===== src/rtl/ps2_keyboard_rx.sv =====
// PS/2 device-to-host receiver for the keyboard driver.
// It synchronizes the raw PS/2 pins and deserializes 11-bit frames
// (start, 8 data bits LSB-first, odd parity, stop). When FILTER_BREAK is
// set, it also drops F0/E0 prefixes and break codes.
// Ports:
//   clk            system clock, all logic on the rising edge
//   reset          synchronous, active-high reset
//   ps2_clk        raw PS/2 clock pin (asynchronous)
//   ps2_data       raw PS/2 data pin (asynchronous)
//   Keyboard_Data  last accepted scan code, held until the next one
//   ready_pulse    one-cycle strobe when Keyboard_Data updates
//   frame_err      one-cycle strobe on parity/stop/timeout rejection
module ps2_keyboard_rx #(
  parameter int unsigned TIMEOUT_CYCLES = 100000,
  parameter bit          FILTER_BREAK   = 1'b1
) (
  input  logic       clk,
  input  logic       reset,
  input  logic       ps2_clk,
  input  logic       ps2_data,
  output logic [7:0] Keyboard_Data,
  output logic       ready_pulse,
  output logic       frame_err
);

  localparam int unsigned TW = (TIMEOUT_CYCLES > 2) ? $clog2(TIMEOUT_CYCLES) : 1;

  localparam logic [1:0] IDLE   = 2'd0;
  localparam logic [1:0] DATA   = 2'd1;
  localparam logic [1:0] PARITY = 2'd2;
  localparam logic [1:0] STOP   = 2'd3;

  localparam logic [7:0] BREAK_CODE = 8'hF0;
  localparam logic [7:0] EXT_CODE   = 8'hE0;

  // Synchronizers, edge detector and registered edge/data strobe
  logic clk_s1, clk_s2, clk_s3;
  logic data_s1, data_s2;
  logic fall_q, data_q;

  logic [1:0]    state, state_nxt;
  logic [2:0]    bit_cnt, bit_cnt_nxt;
  logic [7:0]    shift, shift_nxt;
  logic          parity_bit, parity_bit_nxt;
  logic          brk, brk_nxt;
  logic [TW-1:0] tmo, tmo_nxt;
  logic [7:0]    kb_nxt;
  logic          ready_nxt, err_nxt;
  logic          frame_ok_c;

  // Pin synchronization; the falling edge is registered with the data sampled alongside it
  always_ff @(posedge clk) begin
    if (reset) begin
      clk_s1  <= 1'b1;
      clk_s2  <= 1'b1;
      clk_s3  <= 1'b1;
      data_s1 <= 1'b1;
      data_s2 <= 1'b1;
      fall_q  <= 1'b0;
      data_q  <= 1'b1;
    end else begin
      clk_s1  <= ps2_clk;
      clk_s2  <= clk_s1;
      clk_s3  <= clk_s2;
      data_s1 <= ps2_data;
      data_s2 <= data_s1;
      fall_q  <= clk_s3 & ~clk_s2;
      data_q  <= data_s2;
    end
  end

  // State and output registers
  always_ff @(posedge clk) begin
    if (reset) begin
      state         <= IDLE;
      bit_cnt       <= 3'd0;
      shift         <= 8'h00;
      parity_bit    <= 1'b0;
      brk           <= 1'b0;
      tmo           <= '0;
      Keyboard_Data <= 8'h00;
      ready_pulse   <= 1'b0;
      frame_err     <= 1'b0;
    end else begin
      state         <= state_nxt;
      bit_cnt       <= bit_cnt_nxt;
      shift         <= shift_nxt;
      parity_bit    <= parity_bit_nxt;
      brk           <= brk_nxt;
      tmo           <= tmo_nxt;
      Keyboard_Data <= kb_nxt;
      ready_pulse   <= ready_nxt;
      frame_err     <= err_nxt;
    end
  end

  // Next-state, filtering and timeout logic
  always_comb begin
    state_nxt      = state;
    bit_cnt_nxt    = bit_cnt;
    shift_nxt      = shift;
    parity_bit_nxt = parity_bit;
    brk_nxt        = brk;
    tmo_nxt        = tmo;
    kb_nxt         = Keyboard_Data;
    ready_nxt      = 1'b0;
    err_nxt        = 1'b0;
    // Odd parity over data+parity, and a high stop bit
    frame_ok_c     = data_q & (^{shift, parity_bit});

    if (fall_q) begin
      // A clock edge always wins over an expiring timeout
      tmo_nxt = '0;
      case (state)
        IDLE: begin
          if (!data_q) begin
            state_nxt   = DATA;
            bit_cnt_nxt = 3'd0;
          end
        end
        DATA: begin
          shift_nxt   = {data_q, shift[7:1]};
          bit_cnt_nxt = bit_cnt + 3'd1;
          if (bit_cnt == 3'd7) state_nxt = PARITY;
        end
        PARITY: begin
          parity_bit_nxt = data_q;
          state_nxt      = STOP;
        end
        STOP: begin
          state_nxt = IDLE;
          if (!frame_ok_c) begin
            err_nxt = 1'b1;
          end else if (FILTER_BREAK) begin
            if (shift == BREAK_CODE) begin
              brk_nxt = 1'b1;
            end else if (shift == EXT_CODE) begin
              brk_nxt = brk;
            end else if (brk) begin
              // Byte following F0 is the released key: swallow it
              brk_nxt = 1'b0;
            end else begin
              kb_nxt    = shift;
              ready_nxt = 1'b1;
            end
          end else begin
            kb_nxt    = shift;
            ready_nxt = 1'b1;
          end
        end
        default: state_nxt = IDLE;
      endcase
    end else if (state == IDLE) begin
      tmo_nxt = '0;
    end else if (tmo == TW'(TIMEOUT_CYCLES - 1)) begin
      // Stalled partial frame: drop it
      state_nxt   = IDLE;
      bit_cnt_nxt = 3'd0;
      err_nxt     = 1'b1;
      tmo_nxt     = '0;
    end else begin
      tmo_nxt = tmo + TW'(1);
    end
  end

endmodule


===== config.mk =====
export PLATFORM = sky130hd
export DESIGN_NAME = ps2_keyboard_rx
export DESIGN_NICKNAME = d
export VERILOG_FILES = /design/src/rtl/ps2_keyboard_rx.sv
export SDC_FILE = /design/constraint.sdc
export NUM_CORES = 1
export LEC_CHECK = 0
export ABC_CLOCK_PERIOD_IN_PS = 1970
export BUFFER_PORTS_ARGS = -buffer_cell sky130_fd_sc_hd__buf_2
export CAP_MARGIN = 20
export CORE_MARGIN = 4
export CORE_UTILIZATION = 50
export DETAILED_ROUTE_END_ITERATION = 16
export GPL_ROUTABILITY_DRIVEN = 1
export PLACE_DENSITY = 0.8
export SYNTH_ARGS = -nofsm -noshare
export SYNTH_HDL_FRONTEND = slang
export SYNTH_SLANG_ARGS = --single-unit

===== constraint.sdc =====
create_clock -name clk -period 1.97 [get_ports clk]
set_input_delay 0.2955 -clock clk [delete_from_list [all_inputs] [get_ports clk]]
set_output_delay 0.2955 -clock clk [all_outputs]
set_load 0.01 [all_outputs]

# ---- Word level (Yosys, flattened, before mapping)
# Index checks and enable logic that the tools add are counted.
dict set report totals {
  reg_bits 49
  wordCells 69
}
dict set report classes {
  add_sub_neg 2
  eq_ne 12
  muxes 19
  bitwise 9
  n_reduce_logical 11
}
# cell count
set ops {}
lappend ops {{adder 17 x 1 -> 17 bit, second input constant} 1}
lappend ops {{equality test 17 bit, second input constant} 1}
lappend ops {{equality test 8 bit, second input constant} 2}
lappend ops {{two-way mux 3 bit} 4}
lappend ops {{AND reduction 4 bit} 3}
lappend ops {{two-way mux 2 bit} 5}
lappend ops {{XOR reduction 9 bit} 1}
lappend ops {{two-way mux 1 bit} 8}
lappend ops {{one-hot mux 2 bit (4 select lines)} 1}
lappend ops {{inverter 1 bit} 7}
lappend ops {{!= test 2 bit, second input constant} 3}
lappend ops {{one-hot mux 3 bit (2 select lines)} 1}
lappend ops {{AND reduction 6 bit} 1}
lappend ops {{OR reduction 6 bit} 1}
lappend ops {{equality test 2 bit, second input constant} 2}
lappend ops {{AND reduction 2 bit} 2}
lappend ops {{OR reduction 4 bit} 1}
lappend ops {{adder 3 x 1 -> 3 bit, second input constant} 1}
lappend ops {{equality test 3 bit, second input constant} 1}
lappend ops {{!= test 3 x 1 -> 1 bit, second input constant} 1}
lappend ops {{!= test 3 bit, second input constant} 1}
lappend ops {{AND 1 bit} 2}
lappend ops {{equality test 2 x 1 -> 1 bit, second input constant} 1}
lappend ops {{logical NOT 2 bit} 1}
lappend ops {{nonzero test 2 bit} 1}

# ---- Depth between registers and ports, before layout
# Gate-level depths: netlist of the first run.
dict set report logic_depth {
  ltp_word 5
  ltp_mapped 7
}

# ---- Worst setup path after synthesis of the first run
# Ideal clock, no wire load.
dict set report synth_path {
  path_type {register to register}
  start {register shift[2]}
  end {register Keyboard_Data[0]}
  arrival_ps 1715
  required_ps 1898
  path_slack_ps 183
  path_stages_with_launch 7
  n_path_buf 1
  synth_period_minus_slack_ps 1787
  path_cell_list {dfxtp_1 > xor2_1 > xnor3_1 > xnor2_2 > nor4b_4 > buf_6 > mux2i_1}
}
dict set report synth_via {
  elab_chain_cells 3
  elab_cells_between_ends 7
  cone_classes {2 x eq/ne; 3 x bitwise; 2 x reduce/logical}
}
# item line_no
set synth_rtl {}
lappend synth_rtl {{from (decl)} 43} ;# logic [7:0] shift, shift_nxt;
lappend synth_rtl {{from (signal assigned)} 87} ;# shift <= shift_nxt;
lappend synth_rtl {{XOR reduction 9 bit, or another cell as far along} 109} ;# frame_ok_c = data_q & (^{shift, parity_bit});
lappend synth_rtl {{AND 1 bit or inverter 1 bit (tied branches)} -}
lappend synth_rtl {{AND reduction 6 bit (no line) *} -}
lappend synth_rtl {{to (signal assigned)} 91} ;# Keyboard_Data <= kb_nxt;
lappend synth_rtl {{to (decl)} 21} ;# output logic [7:0] Keyboard_Data,
# Every way passes the cells marked *; elsewhere a longest branch is shown, timed or not.
# A chain may end at the register's enable or synchronous reset.

# ---- Worst setup path in the final report of the first run
dict set report layout_path {
  start {register shift[3]}
  end {register Keyboard_Data[4]}
}
# The elaborated chain is that of the path after synthesis.

==> flow_summary.json, run 1 <==
{
  "status": "finished clean",
  "drv_slew": 0,
  "cts_resized": 0,
  "io_buffers": 13,
  "placed_area_mm2": 0.00232,
  "cts_tree": "built",
  "synth_top_cell_by_area": "dfxtp_1",
  "drc": 0,
  "wl_um": 3650,
  "netlist_instances": 235,
  "ioPinCount": 14,
  "numClockSinks": 49,
  "row_count": 23,
  "critPathLaunchType": "flip-flop",
  "fmax_ghz": 0.535,
  "final_area_mm2": 0.00243,
  "synthTopCellsByArea": "dfxtp_1 (46%), nand2_1 (4.7%), ha_1 (4.7%), nand2b_1 (4.7%), xor2_1 (4.5%)",
  "core_area_mm2": 0.00409,
  "crit_path_end_kind": "flip-flop",
  "reg2reg_setup_slack_ps": 100,
  "cts_setup_buffers": 0,
  "setup_violations": 0,
  "ys_warn_count": 0,
  "final_cell_mix": "dfxtp_1 (49), nand2_1 (27), nor2_1 (24), nand2b_1 (16), nand3_1 (15)",
  "synthDistinctLibCells": 38,
  "ctsHoldBuffers": 0,
  "hold_path_class": "input port to flip-flop",
  "cpPeakStageDelay_ps": 470,
  "clk_latency_ps": 300,
  "die_w_um": 73.6,
  "h-tree-depth": 2,
  "yosysSeqAreaShare": 0.456,
  "overflow": 0,
  "critPathKind": "flip-flop to flip-flop",
  "synth.top_cell.area_share": 0.456,
  "dieArea_mm2": 0.00542,
  "grt.total_usage": 0.155,
  "grt_max_degree": 41,
  "vias": 1603,
  "finalNetCount": 269,
  "finalCritPeriodShare": 0.949,
  "clock-skew-final_ps": 11.0,
  "finalPower_w": 0.00165,
  "crit_family": "XOR/XNOR gates",
  "grt_pass1_vias": 1524,
  "synth_flop_cell": "dfxtp_1",
  "rsz0062_at_grt": "no",
  "finalCriticalPeriod_ps": 1870,
  "dr.first_iter.drc_count": 96,
  "clkTransAtPathRegs_ps": 90,
  "power_density_mw_per_mm2": 678,
  "hold_violations": 0,
  "diodes": 0,
  "initial_utilization": 0.527,
  "antenna_found_initial": 0,
  "post-dp-hpwl_um": 2590,
  "antenna_left": 0,
  "drv_cap": 0,
  "cts_max_path_buffers": 2,
  "worstPathMaxFanout": 8,
  "wl_per_cell_um": 11.8,
  "cts_root_buf": "clkbuf_8",
  "final_common_cell": "dfxtp_1",
  "maxSlewHeadroom": 0.703,
  "drive_above_1_share": 0.159,
  "regArea_um2": 981,
  "synth_area_mm2": 0.00215,
  "grt_pass1_wl_um": 6630,
  "power.leakage_nw": 0.894,
  "ys_ff_latch": 49,
  "path_buf_inv": 1,
  "n_fill_cell": 361,
  "crit_chain": "xnor2_1, xnor3_1, xnor2_2, nor4b_4, buf_12, mux2i_1",
  "setup_tns_ps": 0,
  "synth.avg_cell_area_um2": 9.16,
  "multi_input_area_mm2": 0.00111,
  "synth_edf_count": 0,
  "drtPass1Iterations": 4,
  "cts_buffers": 5,
  "die_h_um": 73.6,
  "async_reset_ff_frac": 0,
  "cp.arrival_ps": 2100,
  "cp.required_ps": 2200,
  "cp_slowest_cell": "xnor3_1",
  "syn2layout_area_growth_pct": 13.0,
  "tightest_slew_ps": 445,
  "ir_drop_mv": 0.487,
  "syn-num-nets": 247,
  "place_congestion": 0.805,
  "viasPerCell": 5.20
}
==> area by class of cell <==
cell class	instances	share of cell area
timing repair buffer	24	0.0658
tap	50	0.0257
sequential	49	0.403
clock buffer	7	0.0396
multi-input combinational	172	0.456
clock inverter	1	0.00206
inverter	5	0.00772
==> state kept, by name, indices dropped and copies added (netlist names) <==
| name | flops |
|---|---|
| data_s1 | 1 |
| ready_pulse | 1 |
| bit_cnt | 3 |
| tmo | 17 |
| parity_bit | 1 |
| shift | 8 |
| fall_q | 1 |
| Keyboard_Data | 8 |
| data_s2 | 1 |
| clk_s3 | 1 |
| clk_s2 | 1 |
| brk | 1 |
| clk_s1 | 1 |
| data_q | 1 |
| frame_err | 1 |
| state | 2 |
==> cells by family after synthesis <==
logic type / Yosys count / share of synthesized area
compound gates: 19 / 0.0483
xor+xnor: 22 / 0.0994
fa+ha+maj: 8 / 0.0465
buf+inv: 14 / 0.0291
flops: 49 / 0.456
mux: 8 / 0.0372
simple gates: 115 / 0.284
==> per-stage QoR <==
step	hold slack, ps	util	worst slack (ps)	cells
2_1_floorplan	389	-	183	235
3_3_place_gp	391	0.569	131	299
3_5_place_dp	394	0.569	58.4	299
4_1_cts	176	0.593	42.5	307
5_1_grt	186	0.595	0.299	308
6_report	184	0.595	101	308
==> final timing paths <==
check             startpoint               end  cells past startpoint
setup / recovery    shift[3]  Keyboard_Data[4]                      6
hold / removal      ps2_data           data_s1                      2
setup reg to reg    shift[3]  Keyboard_Data[4]                      6
hold reg to reg       clk_s3            fall_q                      2
==> cell usage after synthesis, types with 2 or more instances <==
library cell  instances
or4_1                 2
nand2b_1             16
inv_1                 5
nand3_1              15
xnor2_1               9
or2_2                 6
ha_1                  8
nor3b_1               2
nor4_1                2
nor2b_1               2
clkbuf_1              5
and3_1                4
nor3_1                2
dfxtp_1              49
nand4_1               5
xor2_1               11
nor2_1               24
nand2_1              27
a21oi_1              14
mux2i_1               8
a31oi_1               2
==> where the power goes <==
part	total [W]	switching, W	leakage [nW]	internal, W
logic	0.0000239	0.0000125	0.444	0.0000114
registers	0.000998	0.00000361	0.396	0.000995
clock network	0.000628	0.000310	0.0542	0.000317
==> routing by layer <==
| layer | track usage | share of wire |
|---|---|---|
| met4 | 0.0664 | 0.018 |
| met1 | 0.201 | 0.48 |
| met5 | 0 | 0 |
| met2 | 0.249 | 0.47 |
| met3 | 0.0328 | 0.029 |
(Power assumes the default switching activity.)
==> inputs of run 2 (changes only) <==
--- a/config.mk
+++ b/config.mk
@@ -9,10 +9,11 @@
 export BUFFER_PORTS_ARGS = -buffer_cell sky130_fd_sc_hd__buf_2
 export CAP_MARGIN = 20
 export CORE_MARGIN = 4
-export CORE_UTILIZATION = 50
+export CORE_UTILIZATION = 59
 export DETAILED_ROUTE_END_ITERATION = 16
 export GPL_ROUTABILITY_DRIVEN = 1
-export PLACE_DENSITY = 0.8
+export PLACE_DENSITY = 0.9
+export REMOVE_ABC_BUFFERS = 1
 export SYNTH_ARGS = -nofsm -noshare
 export SYNTH_HDL_FRONTEND = slang
 export SYNTH_SLANG_ARGS = --single-unit
==> run 2 against run 1 <==
Against the previous run:
- fmax decreased by 2.5%
- clock skew decreased by 1.5 ps
- total power increased by 4.5%
- sequential cell count unchanged
- clock power increased by 11%
- worst setup slack got worse by 47 ps
- count of clock-buffer cells in the layout decreased by 2
- largest power group unchanged
==> flow_summary.json, run 2 (synthesized netlist as in run 1, its figures left out) <==
{
  "vias": 1640,
  "grt_pass1_vias": 1547,
  "worstPathMaxFanout": 8,
  "place_congestion": 0.872,
  "finalCriticalPeriod_ps": 1920,
  "hp-start": "ps2_data",
  "finalCritPeriodShare": 0.973,
  "antenna_left": 0,
  "final_area_mm2": 0.00242,
  "tightest_slew_ps": 443,
  "swShare": 0.187,
  "ctsHoldBuffers": 0,
  "viasPerCell": 5.45,
  "die_w_um": 68.4,
  "die_h_um": 68.4,
  "r2r_cells": 6,
  "largest_reg_flops": 17,
  "critPathLaunchType": "flip-flop",
  "regToRegStartpoint": "shift[4]",
  "cp.required_ps": 2260,
  "r2r-end": "Keyboard_Data[4]",
  "power_density_mw_per_mm2": 711,
  "switchingPower_w": 0.000323,
  "preCtsSetupSlack_ps": 30.2,
  "largestRegisters": "tmo: 17 flops, Keyboard_Data: 8 flops, shift: 8 flops",
  "drv_cap": 0,
  "io_buffers": 13,
  "cp.arrival_ps": 2210,
  "regMostFlops": "tmo",
  "cts_max_path_buffers": 2,
  "critPathKind": "flip-flop to flip-flop",
  "diodes": 0,
  "h-tree-depth": 2,
  "grt_pass1_wl_um": 6480,
  "initial_utilization": 0.630,
  "dr.first_iter.drc_count": 87,
  "grt.total_usage": 0.183,
  "ioPinCount": 14,
  "cts_root_buf": "clkbuf_4",
  "post-dp-hpwl_um": 2610,
  "fin_cells": 301,
  "whs_endpoint": "data_s1",
  "drive_above_1_share": 0.161,
  "cts_setup_buffers": 0,
  "clock-skew-final_ps": 9.59,
  "dieArea_mm2": 0.00468,
  "numClockSinks": 49,
  "cts_buffers": 5,
  "drtPass1Iterations": 4,
  "syn2layout_area_growth_pct": 12.7,
  "ir_drop_mv": 0.473,
  "final_common_cell": "dfxtp_1",
  "hold_path_class": "input port to flip-flop",
  "row_count": 21,
  "setup_slack_ps": 53.6,
  "setup_violations": 0,
  "wl_per_cell_um": 12.6,
  "antenna_found_initial": 0,
  "cts_tree": "built",
  "final_cell_mix": "dfxtp_1 (48), nand2_1 (27), nor2_1 (24), nand2b_1 (16), nand3_1 (15)",
  "drc": 0,
  "finalNetCount": 266,
  "dp_cells": 293,
  "placed_area_mm2": 0.00230,
  "clk_latency_ps": 360,
  "grt_max_degree": 41,
  "crit_path_end_kind": "flip-flop",
  "reg2reg_setup_slack_ps": 50,
  "wl_um": 3790,
  "hold_violations": 0,
  "whs_path_depth": 2,
  "status": "finished clean",
  "power.leakage_nw": 0.886,
  "clkTransAtPathRegs_ps": 140,
  "core_area_mm2": 0.00342,
  "fmax_ghz": 0.522,
  "maxSlewHeadroom": 0.704,
  "seqPwrFrac": 0.580,
  "overflow": 0,
  "p_int_w": 0.00140,
  "clkPwrFrac": 0.406,
  "combPwrFrac": 0.014,
  "drv_slew": 0
}
## run 2: cell types whose count changed in the layout (fill, tap and decap cells not counted), moves of 2 or more
cell	before	now
bufinv_16	0	2
clkbuf_8	7	0
clkbuf_4	0	5
buf_4	10	6
## run 2: metrics by stage
step	util	setup TNS [ps]	power (W)	hold WS, ps
finish	0.710	0	0.00172	109
global route	0.710	-191	0.00178	90.6
CTS	0.705	0	0.00173	109
detailed placement	0.674	0	0.00105	395
global placement	0.674	0	0.00105	394
floorplan	-	-101	0.00103	365
## run 2: metal layers
layer / global-route usage / vias up / routed length (um)
met5: 0 / - / 0
met3: 0.0361 / 11 / 200
met4: 0.0893 / 0 / 89
met1: 0.238 / 755 / 1770
li1: - / 826 / -
met2: 0.288 / 48 / 1730
## run 2: layout make-up
class	count	area (um2)
multi-input cells	172	1120
fillers	257	991
flip-flops and latches	49	982
repair buffers	21	141
clock inverters	3	65.1
well taps	46	57.6
clock buffers	5	37.5
inverters	5	18.8
## run 2: worst max-delay path by stage
stage               startpoint          endpoint  slack, ps  depth (start not counted)
finish                shift[4]  Keyboard_Data[4]         50                          6
global route          shift[4]  Keyboard_Data[2]        -40                          6
CTS                   shift[1]  Keyboard_Data[4]         20                          6
detailed placement    shift[1]  Keyboard_Data[6]         30                          6
global placement      shift[2]  Keyboard_Data[1]        150                          6
floorplan             shift[2]  Keyboard_Data[0]        -10                          5
## run 2: worst max-delay path: stages, from the launching register on
cell and delay (ps):
dfxtp_2 420, xnor2_2 130, xnor3_1 450, xnor2_2 220, nor4b_4 250, buf_6 190
mux2i_1 180
## run 2: power by group through the flow
| stage | sequential [W] | combinational (W) | clock [W] |
|---|---|---|---|
| 5_1_grt | 0.00100 | 0.0000262 | 0.000750 |
| 3_3_place_gp | 0.00102 | 0.0000240 | 0 |
| 6_report | 0.00100 | 0.0000241 | 0.000700 |
| 4_1_cts | 0.00100 | 0.0000244 | 0.000704 |
| 2_1_floorplan | 0.00102 | 0.00000943 | 0 |
| 3_5_place_dp | 0.00102 | 0.0000244 | 0 |
## run 2: timing repair
action / 4_1_cts / 5_1_grt
hold endpoints to repair: 0 / 0
cloned: 0 / 0
pin swaps: 0 / 2
setup endpoints to repair: 2 / 11
resized for setup: 1 / 3
